`src/rtl/mem_access_unit_pkg.sv`:
```
// Shared definitions for the memory access unit: load/store funct3
// encodings, the access FSM state encoding and small decode helpers.
package mem_access_unit_pkg;

  // Load encodings
  localparam logic [2:0] F3_LB  = 3'b000;
  localparam logic [2:0] F3_LH  = 3'b001;
  localparam logic [2:0] F3_LW  = 3'b010;
  localparam logic [2:0] F3_LBU = 3'b100;
  localparam logic [2:0] F3_LHU = 3'b101;

  // Store encodings
  localparam logic [2:0] F3_SB  = 3'b000;
  localparam logic [2:0] F3_SH  = 3'b001;
  localparam logic [2:0] F3_SW  = 3'b010;

  typedef enum logic [1:0] {
    ST_IDLE = 2'd0,
    ST_REQ  = 2'd1,
    ST_DONE = 2'd2
  } state_t;

  function automatic logic is_load_f3(input logic [2:0] f);
    return f inside {F3_LB, F3_LH, F3_LW, F3_LBU, F3_LHU};
  endfunction

  function automatic logic is_store_f3(input logic [2:0] f);
    return f inside {F3_SB, F3_SH, F3_SW};
  endfunction

  // funct3[1:0] carries the access size for every legal encoding.
  function automatic logic addr_aligned(input logic [2:0] f, input logic [1:0] a);
    case (f[1:0])
      2'b01:   return ~a[0];
      2'b10:   return (a == 2'b00);
      default: return 1'b1;
    endcase
  endfunction

endpackage

```
`src/rtl/mem_access_unit_load_extend.sv`:
```
// load_extend: picks the addressed byte/half lane of a read word and
// sign- or zero-extends it according to funct3. Purely combinational.
//   rdata  : raw word from data memory
//   addr   : byte offset within the word
//   funct3 : load type
//   ext    : extended load result
module load_extend
  import mem_access_unit_pkg::*;
#(
  parameter int REG_WIDTH = 32
) (
  input  logic [REG_WIDTH-1:0] rdata,
  input  logic [1:0]           addr,
  input  logic [2:0]           funct3,
  output logic [REG_WIDTH-1:0] ext
);

  logic [7:0]  lane_b;
  logic [15:0] lane_h;

  always_comb begin
    lane_b = rdata[{addr, 3'b000} +: 8];
    lane_h = rdata[{addr[1], 4'b0000} +: 16];
    case (funct3)
      F3_LB:   ext = {{(REG_WIDTH-8){lane_b[7]}}, lane_b};
      F3_LH:   ext = {{(REG_WIDTH-16){lane_h[15]}}, lane_h};
      F3_LBU:  ext = {{(REG_WIDTH-8){1'b0}}, lane_b};
      F3_LHU:  ext = {{(REG_WIDTH-16){1'b0}}, lane_h};
      default: ext = rdata;
    endcase
  end

endmodule

```
`src/rtl/mem_access_unit.sv`:
```
// mem_access_unit: MEM-stage load/store sequencer. Detects an aligned
// access from the EX/MEM register, stalls the pipeline, issues one data
// memory request held until ack, then spends one DONE cycle so the
// stalled instruction can leave EX/MEM without being reissued.
//   clk, reset              : clock, synchronous active-high reset
//   EX_MEM_*                : MEM-stage instruction fields
//   dmem_req/we/addr/wdata/be, dmem_ack/rdata : data memory handshake
//   DMEM_data_out           : registered extended load result
//   mem_stall               : pipeline freeze
//   misaligned              : one-cycle misaligned-access flag
module mem_access_unit
  import mem_access_unit_pkg::*;
#(
  parameter int REG_WIDTH = 32
) (
  input  logic                 clk,
  input  logic                 reset,
  input  logic                 EX_MEM_valid,
  input  logic                 EX_MEM_mem_read,
  input  logic                 EX_MEM_mem_write,
  input  logic [2:0]           EX_MEM_funct3,
  input  logic [REG_WIDTH-1:0] EX_MEM_alu_out,
  input  logic [REG_WIDTH-1:0] EX_MEM_dataB,
  output logic                 dmem_req,
  output logic                 dmem_we,
  output logic [REG_WIDTH-1:0] dmem_addr,
  output logic [REG_WIDTH-1:0] dmem_wdata,
  output logic [3:0]           dmem_be,
  input  logic                 dmem_ack,
  input  logic [REG_WIDTH-1:0] dmem_rdata,
  output logic [REG_WIDTH-1:0] DMEM_data_out,
  output logic                 mem_stall,
  output logic                 misaligned
);

  state_t               state, state_nxt;
  logic [REG_WIDTH-1:0] addr_q, data_q;
  logic [2:0]           f3_q;
  logic                 we_q;

  logic                 rd_op, wr_op, kind_ok, aligned, access, mis_hit;
  logic [3:0]           be_st;
  logic [REG_WIDTH-1:0] ext;

  // Read wins when both read and write are set; loads-only encodings
  // (LBU/LHU) on a pure write fall out as "no access".
  always_comb begin
    rd_op   = EX_MEM_mem_read;
    wr_op   = EX_MEM_mem_write & ~EX_MEM_mem_read;
    kind_ok = rd_op ? is_load_f3(EX_MEM_funct3)
                    : (wr_op & is_store_f3(EX_MEM_funct3));
    aligned = addr_aligned(EX_MEM_funct3, EX_MEM_alu_out[1:0]);
    access  = EX_MEM_valid & kind_ok & aligned;
    mis_hit = EX_MEM_valid & kind_ok & ~aligned;
  end

  always_comb begin
    state_nxt = state;
    mem_stall = 1'b0;
    dmem_req  = 1'b0;
    case (state)
      ST_IDLE: if (access) begin
        mem_stall = 1'b1;
        state_nxt = ST_REQ;
      end
      ST_REQ: begin
        dmem_req  = 1'b1;
        mem_stall = 1'b1;
        if (dmem_ack) state_nxt = ST_DONE;
      end
      // Always return to IDLE: the instruction still sits in EX/MEM here.
      ST_DONE: state_nxt = ST_IDLE;
      default: state_nxt = ST_IDLE;
    endcase
  end

  always_ff @(posedge clk) begin
    if (reset) begin
      state         <= ST_IDLE;
      addr_q        <= '0;
      data_q        <= '0;
      f3_q          <= '0;
      we_q          <= 1'b0;
      DMEM_data_out <= '0;
      misaligned    <= 1'b0;
    end else begin
      state      <= state_nxt;
      misaligned <= (state == ST_IDLE) & mis_hit;
      if (state == ST_IDLE && access) begin
        addr_q <= EX_MEM_alu_out;
        data_q <= EX_MEM_dataB;
        f3_q   <= EX_MEM_funct3;
        we_q   <= wr_op;
      end
      if (state == ST_IDLE && mis_hit)
        DMEM_data_out <= '0;
      else if (state == ST_REQ && dmem_ack)
        DMEM_data_out <= we_q ? '0 : ext;
    end
  end

  // Store lanes: replicate the datum across the word, enable only its bytes.
  always_comb begin
    be_st      = 4'b1111;
    dmem_wdata = data_q;
    case (f3_q)
      F3_SB: begin
        be_st      = 4'b0001 << addr_q[1:0];
        dmem_wdata = {(REG_WIDTH/8){data_q[7:0]}};
      end
      F3_SH: begin
        be_st      = addr_q[1] ? 4'b1100 : 4'b0011;
        dmem_wdata = {(REG_WIDTH/16){data_q[15:0]}};
      end
      default: ;
    endcase
  end

  // Loads fetch the whole word; lane selection happens on the way back.
  assign dmem_addr = {addr_q[REG_WIDTH-1:2], 2'b00};
  assign dmem_we   = (state == ST_REQ) & we_q;
  assign dmem_be   = (state != ST_REQ) ? 4'b0000 : (we_q ? be_st : 4'b1111);

  load_extend #(.REG_WIDTH(REG_WIDTH)) u_load_extend (
    .rdata  (dmem_rdata),
    .addr   (addr_q[1:0]),
    .funct3 (f3_q),
    .ext    (ext)
  );

endmodule
```
`config.mk`:
```
export PLATFORM = sky130hd
export DESIGN_NAME = mem_access_unit
export DESIGN_NICKNAME = d
export VERILOG_FILES = /design/src/rtl/mem_access_unit_pkg.sv /design/src/rtl/mem_access_unit_load_extend.sv /design/src/rtl/mem_access_unit.sv
export SDC_FILE = /design/constraint.sdc
export NUM_CORES = 1
export LEC_CHECK = 0
export ABC_AREA = 1
export BUFFER_PORTS_ARGS = -buffer_cell sky130_fd_sc_hd__buf_4
export CAP_MARGIN = 20
export CORE_MARGIN = 3
export CORE_UTILIZATION = 26
export CTS_CLUSTER_SIZE = 16
export DETAILED_ROUTE_END_ITERATION = 7
export PLACE_DENSITY = 0.46
export SETUP_SLACK_MARGIN = 0.4
export SKIP_LAST_GASP = 1
export SLEW_MARGIN = 20
export SYNTH_ARGS = -nofsm -noshare
export SYNTH_HDL_FRONTEND = slang
export SYNTH_SLANG_ARGS = --single-unit
```
`constraint.sdc`:
```
create_clock -name clk -period 1.97 [get_ports clk]
set_clock_uncertainty 0.15 [all_clocks]
set_input_delay 0.0985 -clock clk [delete_from_list [all_inputs] [get_ports clk]]
set_output_delay 0.0985 -clock clk [all_outputs]
set_load 0.05 [all_outputs]
```
==> Word level (Yosys, flattened, before mapping) <==
Index checks and enable logic that the tools add are counted.
{ "classes": {"eq_ne": 13, "shifts": 3, "n_mux": 15, "n_bitwise": 10, "n_reduce_logical": 11} }
{ "op_table": {"columns": ["op", "count"], "rows": [
  ["32-bit case mux with 4 select lines", 1],
  ["32-bit case mux with 2 select lines", 1],
  ["32-bit two-way mux", 1],
  ["32-bit by 6-bit variable part select with 16-bit output", 1],
  ["32-bit by 6-bit variable part select with 8-bit output", 1],
  ["3-bit equality test (second input constant)", 4],
  ["4-bit two-way mux", 3],
  ["4-bit case mux with 2 select lines", 1],
  ["1-bit bitwise AND", 7],
  ["3-bit by 1-bit equality test with 1-bit output (second input constant)", 2],
  ["3-bit logical NOT", 2],
  ["5-bit nonzero test", 1],
  ["2-bit by 1-bit equality test with 1-bit output (second input constant)", 2],
  ["2-bit logical NOT", 2],
  ["2-bit two-way mux", 2],
  ["2-bit != test (second input constant)", 2],
  ["1-bit case mux with 2 select lines", 2],
  ["2-bit case mux with 2 select lines", 1],
  ["1-bit by 2-bit left shift with 4-bit output (first input constant)", 1],
  ["3-bit by 2-bit equality test with 1-bit output (second input constant)", 1],
  ["1-bit logical AND", 3],
  ["1-bit two-way mux", 3],
  ["1-bit inverter", 3],
  ["3-bit nonzero test", 1],
  ["other kinds (4)", 4]
]} }
{ "word_totals": {"reg_bits": 103, "input_bits": 105, "output_inout_bits": 104, "elab_cells": 59} }

==> Longest topological paths before layout <==
Gate-level depths: netlist of the first run.
{ "depth": {"ltp_word": 8, "ltp_mapped": 13, "depth_no_buf": 11} }

==> Cells and area by module <==
Synthesis of the first run repeated with hierarchy kept, for this count alone.
{ "hier_totals": {"cells_unflattened": 980, "area_unflattened_um2": 5987.0} }
{ "modules_own_cells": {"columns": ["mod", "instances", "cells_per_inst", "area_per_inst_um2", "seq_area_each_um2"], "rows": [
  ["mem_access_unit", 1, 778, 5054.8, 2062.0],
  ["load_extend", 1, 202, 932.1, 0.0]
]} }

==> Worst setup path before layout of the first run <==
Ideal clock, no wire load.
{ "synth_path": {"path_kind": "register to output", "from": "register f3_q[1]", "to": "output port dmem_wdata[10]", "arrival_ns": 2.116, "required_ns": 1.722, "setup_slack_ns": -0.395, "path_stages_with_launch": 8, "path_buffers": 1, "path_cell_list": "dfxtp_1 -> nor2_2 -> inv_2 -> nor2_8 -> inv_2 -> nand2_4 -> buf_4 -> o21ai_0"} }
{ "synth_between": {"elab_chain_len": 2, "word_cells_on_any_way": 3, "classes_between": "1 x eq/ne; 1 x mux; 1 x reduce/logical"} }
{ "synth_lines": {"columns": ["element", "line_no", "text"], "rows": [
  ["start: declaration", "mem_access_unit.sv:38", "logic [2:0] f3_q;"],
  ["start signal: assignment", "mem_access_unit.sv:92", "f3_q <= EX_MEM_funct3;"],
  ["3-bit by 1-bit equality test with 1-bit output or 3-bit logical NOT (tied branches)", "mem_access_unit.sv:106", "case (f3_q)"],
  ["32-bit case mux with 2 select lines *", "mem_access_unit.sv:106", null],
  ["end: declaration", "mem_access_unit.sv:27", "output logic [REG_WIDTH-1:0] dmem_wdata,"]
]} }
Every way passes the cells marked *; elsewhere a longest branch is shown, timed or not.

==> Final worst setup path of the first run <==
{ "layout_path": {"from": "register f3_q[0]", "to": "output port dmem_wdata[18]"} }
The elaborated chain is that of the path after synthesis.

==> flow_metrics.py, run 1 <==
metrics = {
    "critical_path": {
        "worst_setup_path_end_kind": "primary output",
        "reg2reg_depth": 12,
        "crit_slowest_cell": "dfxtp_4",
        "cp_max_fo": 7,
        "path_buf_inv": 3,
        "path_cells": "nor2_4 -> inv_4 -> nor2_8 -> inv_6 -> nand2_8 -> mux2_4 -> buf_6",
        "cp_slowest_stage_delay_ns": 0.37,
        "crit_arrival_ns": 1.72,
        "crit_path_start_kind": "register",
        "critPathRequiredTime_ns": 1.72,
        "crit_cells": 7,
        "worstSetupPathType": "reg -> out",
        "critPathTopFamily": "flip-flops",
    },
    "floorplanning": {
        "die_area_um2": 21700,
        "die_x_um": 147,
        "num_io_pins": 209,
        "coreArea_um2": 19100,
        "dieHeight_um": 147,
        "rows": 50,
        "initial_utilization_pct": 27.1,
    },
    "final_layout": {
        "drive_above_1_share_pct": 48.8,
        "multi_input_area_um2": 3170,
        "fillers": 1899,
        "stdcell_count": 1330,
        "seq_area_um2": 2070,
        "syn_to_final_growth_pct": 93.2,
        "antenna-diode-count": 0,
        "final_nets": 1173,
    },
    "job": {
        "drv_cap": 0,
    },
    "sta": {
        "maxSlewHeadroom_pct": 64.9,
        "period_needed_ns": 1.97,
        "timing.final.ws_setup_ns": -0.00318,
        "fin_crit_sh_pct": 100,
        "fmax_mhz": 507,
        "setup_viol": 1,
        "final_hold_viol_count": 0,
        "rsz0062_at_grt": "yes",
        "fin_worst_hold_slack_ns": 0.00666,
        "tightestPinTransition_ns": 0.526,
        "slew_violations": 0,
    },
    "logic_synthesis": {
        "synthCells": 756,
        "synth_area_leader_cell": "dfxtp_1",
        "synth_edf_count": 0,
        "yosys.area.top_type_share_pct": 39.8,
        "synth.area.top_cells": "dfxtp_1, nor2_1, o21ai_0",
        "ys_types": 31,
        "ys_ff_latch": 103,
        "async_flop_share_pct": 0,
        "avgSynthCellArea_um2": 6.85,
        "yosysMostFrequentCell": "nor2_1",
        "seq_area_frac_synth_pct": 39.8,
        "synth_common_cells": "nor2_1, nand2_1, dfxtp_1",
        "synth_ff_type": "dfxtp_1",
        "syn_area_um2": 5180,
        "yosys_warnings": 0,
    },
    "run_status": {
        "violations": "setup timing",
        "status": "finished, violations left",
    },
    "hold_path": {
        "whs_path_depth": 5,
        "hold_class": "in -> reg",
    },
    "power": {
        "finalPower_mw": 6.32,
        "vdd.ir_drop.worst_uv": 448,
        "p_leak_nw": 4.47,
        "p_seq_share_pct": 36.0,
        "pwr-share-clk_pct": 28.4,
        "swShare_pct": 34.9,
        "combPwrFrac_pct": 35.6,
        "p_int_mw": 4.11,
        "power_density_nw_per_um2": 631,
        "p_sw_mw": 2.21,
    },
    "route": {
        "drt-total-wl_mm": 21.7,
        "dr.pass1.iters": 4,
        "antenna_left": 0,
        "wl_per_cell_um": 16.3,
        "vias_per_cell": 4.45,
        "drt_iter0_markers": 181,
        "vias": 5919,
        "post-route-drc-count": 0,
    },
    "clock_tree": {
        "clkLatencyLatePin_ns": 0.35,
        "clock-sinks": 103,
        "numCtsBuffers": 9,
        "htreeDepth": 3,
        "ctsLongestPathBuffers": 2,
        "cts_tree": "yes",
        "cts-root-buf": "clkbuf_16",
        "clkTransAtPathRegs_ns": 0.07,
    },
    "grt": {
        "grt_usage_pct": 19.6,
        "grt_overflow": 0,
        "grt_pass1_wl_mm": 33.7,
        "grt_start_max_net_pins": 41,
        "grt_pass1_vias": 6058,
        "grt_antenna_before_repair": 0,
    },
    "placement": {
        "place_worst_setup_slack_ns": 0.154,
        "place.gp.congestion": 0.808,
        "dp_hpwl_mm": 12.9,
        "io_buffers": 206,
        "dp.cells": 1164,
    },
}
[state kept, by name, indices dropped and copies added, names as in the netlist]
name,cells
misaligned,1
data_q,32
we_q,1
DMEM_data_out,32
state,2
f3_q,3
addr_q,32
[stage by stage]
stage | instance area [um2] | TNS (ns) | util, %
2_1_floorplan | 5370 | 0 | -
3_5_place_dp | 6900 | 0 | 36.0
6_report | 10000 | -0.00318 | 52.3
4_1_cts | 9540 | -0.0350 | 49.8
3_3_place_gp | 6900 | 0 | 36.0
5_1_grt | 10000 | -0.972 | 52.3
[per-layer routing]
| layer | vias to the layer above | wire, um | track usage, % |
|---|---|---|---|
| met5 | - | 0 | 0 |
| met4 | 0 | 376 | 5.59 |
| met3 | 22 | 1400 | 4.63 |
| met2 | 165 | 10700 | 33.5 |
| met1 | 2735 | 9250 | 24.7 |
| li1 | 2997 | - | - |
[cell type report]
type / count / area share, %
Tap cell: 260 / 3.25
Clock inverter: 6 / 0.500
Inverter: 65 / 2.70
Multi-Input combinational cell: 511 / 31.7
Sequential cell: 103 / 20.7
Timing Repair Buffer: 375 / 38.8
Clock buffer: 10 / 2.39
[what timing repair did]
item                                   CTS  global route
hold buffers                            80             1
cloned                                  18             3
endpoints found under the hold margin   80             1
setup endpoints to repair              127           131
resized for setup                      247           117
pin swaps                               63            72
setup buffers                           38            11
[worst register-to-register path, stage by stage (launching register included)]
cell     delay [ns]
dfxtp_2        0.34
nor2_4         0.14
nand4_4        0.13
nor2_4         0.12
buf_6          0.11
buf_6          0.09
buf_12         0.11
buf_12         0.11
buf_12         0.11
buf_12         0.10
buf_16         0.13
o21ai_2        0.05
nor2_1         0.10
[logic make-up after synthesis]
family | count (synthesis) | synth area share (%)
AOI/OAI and AO/OA | 155 | 15.2
muxes | 7 | 1.52
buffers and inverters | 146 | 14.8
other | 1 | 0.0724
DFF | 103 | 39.8
adders and majority gates | 3 | 0.725
and+or+nand+nor | 341 | 27.9
[final timing paths]
kind | slack, ns | to | start
max | -0.003 | dmem_wdata[18] | f3_q[0]
min | 0.007 | DMEM_data_out[8] | dmem_rdata[8]
max reg2reg | 0.13 | data_q[14] | state[1]
min reg2reg | 0.33 | DMEM_data_out[24] | DMEM_data_out[24]
[power groups by stage]
| stage | sequential [mW] | combinational [mW] | clock, mW |
|---|---|---|---|
| after floorplan | 2.32 | 0.998 | 0 |
| after global placement | 2.29 | 1.48 | 0 |
| after detailed placement | 2.29 | 1.47 | 0 |
| after CTS | 2.26 | 2.08 | 1.85 |
| after global routing | 2.29 | 2.39 | 1.92 |
| final | 2.28 | 2.25 | 1.79 |
[layout by cell type (no fill, tap or decap), drive strengths merged]
cell,n
nand4,3
o21ai,104
o21a,1
conb,2
nor3,1
o22ai,1
nand3,33
nand2,135
mux2,7
or2,14
a21oi,49
inv,67
buf,294
dfxtp,103
clkinv,2
ha,3
dlygate4sd3,80
clkinvlp,2
nor2,158
clkbuf,11
Power figures use the tool's default switching activity.
==> inputs of run 2 (changes only) <==
--- a/config.mk
+++ b/config.mk
@@ -13,6 +13,7 @@
 export CTS_CLUSTER_SIZE = 16
 export DETAILED_ROUTE_END_ITERATION = 7
 export PLACE_DENSITY = 0.46
+export REMOVE_ABC_BUFFERS = 1
 export SETUP_SLACK_MARGIN = 0.4
 export SKIP_LAST_GASP = 1
 export SLEW_MARGIN = 20
==> flow_metrics.py, run 2 (synthesis gave the netlist of run 1 again) <==
metrics = {
    "run_status": {
        "status": "finished, violations left",
        "violations": "hold timing, setup timing",
    },
    "clock_tree": {
        "clkTransAtPathRegs_ns": 0.08,
        "clock-sinks": 103,
        "ctsLongestPathBuffers": 2,
        "clkLatencyLatePin_ns": 0.36,
        "htreeDepth": 3,
        "cts-root-buf": "clkbuf_16",
        "numCtsBuffers": 9,
        "cts_tree": "yes",
    },
    "floorplanning": {
        "coreArea_um2": 19100,
        "die_area_um2": 21700,
        "initial_utilization_pct": 27.1,
        "rows": 50,
        "dieHeight_um": 147,
        "num_io_pins": 209,
        "die_x_um": 147,
    },
    "grt": {
        "grt_usage_pct": 17.8,
        "grt_overflow": 0,
        "grt_antenna_before_repair": 1,
        "grt_start_max_net_pins": 34,
        "grt_pass1_vias": 5630,
        "grt_pass1_wl_mm": 31.0,
    },
    "sta": {
        "period_needed_ns": 2.00,
        "fin_crit_sh_pct": 102,
        "fmax_mhz": 500,
        "setup_viol": 9,
        "timing.final.ws_setup_ns": -0.0303,
        "rsz0062_at_grt": "yes",
        "final_hold_viol_count": 1,
        "fin_worst_hold_slack_ns": -0.0279,
        "slew_violations": 0,
    },
    "placement": {
        "io_buffers": 206,
        "dp_hpwl_mm": 12.8,
        "postPlaceCellArea_um2": 6830,
        "place.gp.congestion": 0.769,
    },
    "critical_path": {
        "critPathRequiredTime_ns": 1.72,
        "path_cells": "nor2_4 -> inv_4 -> nor2_8 -> inv_8 -> nand2_8 -> mux2_4 -> buf_8",
        "worstSetupPathType": "reg -> out",
        "crit_arrival_ns": 1.75,
        "worst_setup_path_end_kind": "primary output",
        "path_buf_inv": 3,
        "cp_slowest_stage_delay_ns": 0.37,
        "cp_max_fo": 6,
        "critPathTopFamily": "simple AND/OR/NAND/NOR gates",
        "crit_slowest_cell": "dfxtp_4",
        "crit_path_start_kind": "register",
    },
    "final_layout": {
        "final_cell_mix": "buf_4, nand2_1, nor2_1",
        "multi_input_area_um2": 3100,
        "seq_area_um2": 2070,
        "syn_to_final_growth_pct": 85.6,
        "utilization_pct": 50.2,
        "final_nets": 1167,
        "top_regs": "DMEM_data_out x32, addr_q x32, data_q x32",
        "drive_above_1_share_pct": 44.7,
        "mostFrequentLayoutCell": "buf_4",
        "postLayoutCellArea_um2": 9610,
        "fillers": 1888,
    },
    "power": {
        "vdd.ir_drop.worst_uv": 456,
        "finalPower_mw": 6.15,
        "power_density_nw_per_um2": 640,
        "p_leak_nw": 4.28,
    },
    "job": {
        "drv_cap": 0,
    },
    "hold_path": {
        "hold_class": "in -> reg",
    },
    "route": {
        "dr.pass1.iters": 4,
        "wl_per_cell_um": 15.9,
        "drt-total-wl_mm": 21.1,
        "vias": 5866,
        "antenna_left": 0,
        "vias_per_cell": 4.43,
        "post-route-drc-count": 0,
        "drt_iter0_markers": 166,
    },
}
[run 2: changes by cell type in the layout (fill, tap and decap cells not counted), moves of 15 or more]
cell,previous run,this run
nor2_4,9,33
nor2_1,136,103
nand3_1,29,10
o21ai_2,65,8
o21ai_0,20,81
nand3_2,2,17
[run 2: where the power goes]
part | internal, mW | total, mW | switching [mW]
clock network | 0.899 | 1.80 | 0.901
logic | 0.896 | 2.10 | 1.20
registers | 2.18 | 2.25 | 0.0707
[run 2: worst paths after layout]
kind                startpoint           endpoint  slack (ns)  cells after the start
min reg2reg  DMEM_data_out[21]  DMEM_data_out[21]        0.32                      2
min          EX_MEM_alu_out[0]         misaligned       -0.03                      5
max                    f3_q[1]     dmem_wdata[18]       -0.03                      7
max reg2reg            f3_q[1]  DMEM_data_out[31]        0.18                      9
[run 2: area by class of cell]
cell class                 instances  share of cell area (%)
antenna                            1                  0.0260
multi-input combinational        511                    32.2
tap                              260                    3.38
sequential                       103                    21.6
timing repair buffer             369                    37.0
clock inverter                     6                   0.469
clock buffer                      10                    2.49
inverter                          65                    2.84
[run 2: timing repair]
action,in CTS,in global routing
gates cloned,6,6
setup endpoints to repair,102,131
hold endpoints to repair,93,1
buffers inserted,18,14
hold buffers,93,1
resized for setup,98,217
pin swaps,14,42
[run 2: routing by layer]
metal / track usage (%) / vias up / share of wire [%]
met3: 4.87 / 13 / 7.4
li1: - / 2958 / -
met5: 0 / - / 0
met1: 23.3 / 2708 / 43
met2: 29.2 / 187 / 48
met4: 4.43 / 0 / 1.0
[run 2: through the flow]
stage / setup WS, ns / hold WS [ns] / setup TNS [ns] / cells
floorplan: -1.16 / 0.0209 / -49.21 / 676
global placement: 0.150 / 0.128 / 0 / 1171
detailed placement: 0.140 / 0.132 / 0 / 1171
CTS: -0.0129 / 0.00467 / -0.0443 / 1304
global route: -0.115 / 0.00524 / -1.37 / 1325
finish: -0.0303 / -0.0279 / -0.162 / 1325
[run 2: tightest hold or removal path: cells and delay by family]
kind	cells	cell delay, ns
simple gates	3	0.18
buf+inv	2	0.16
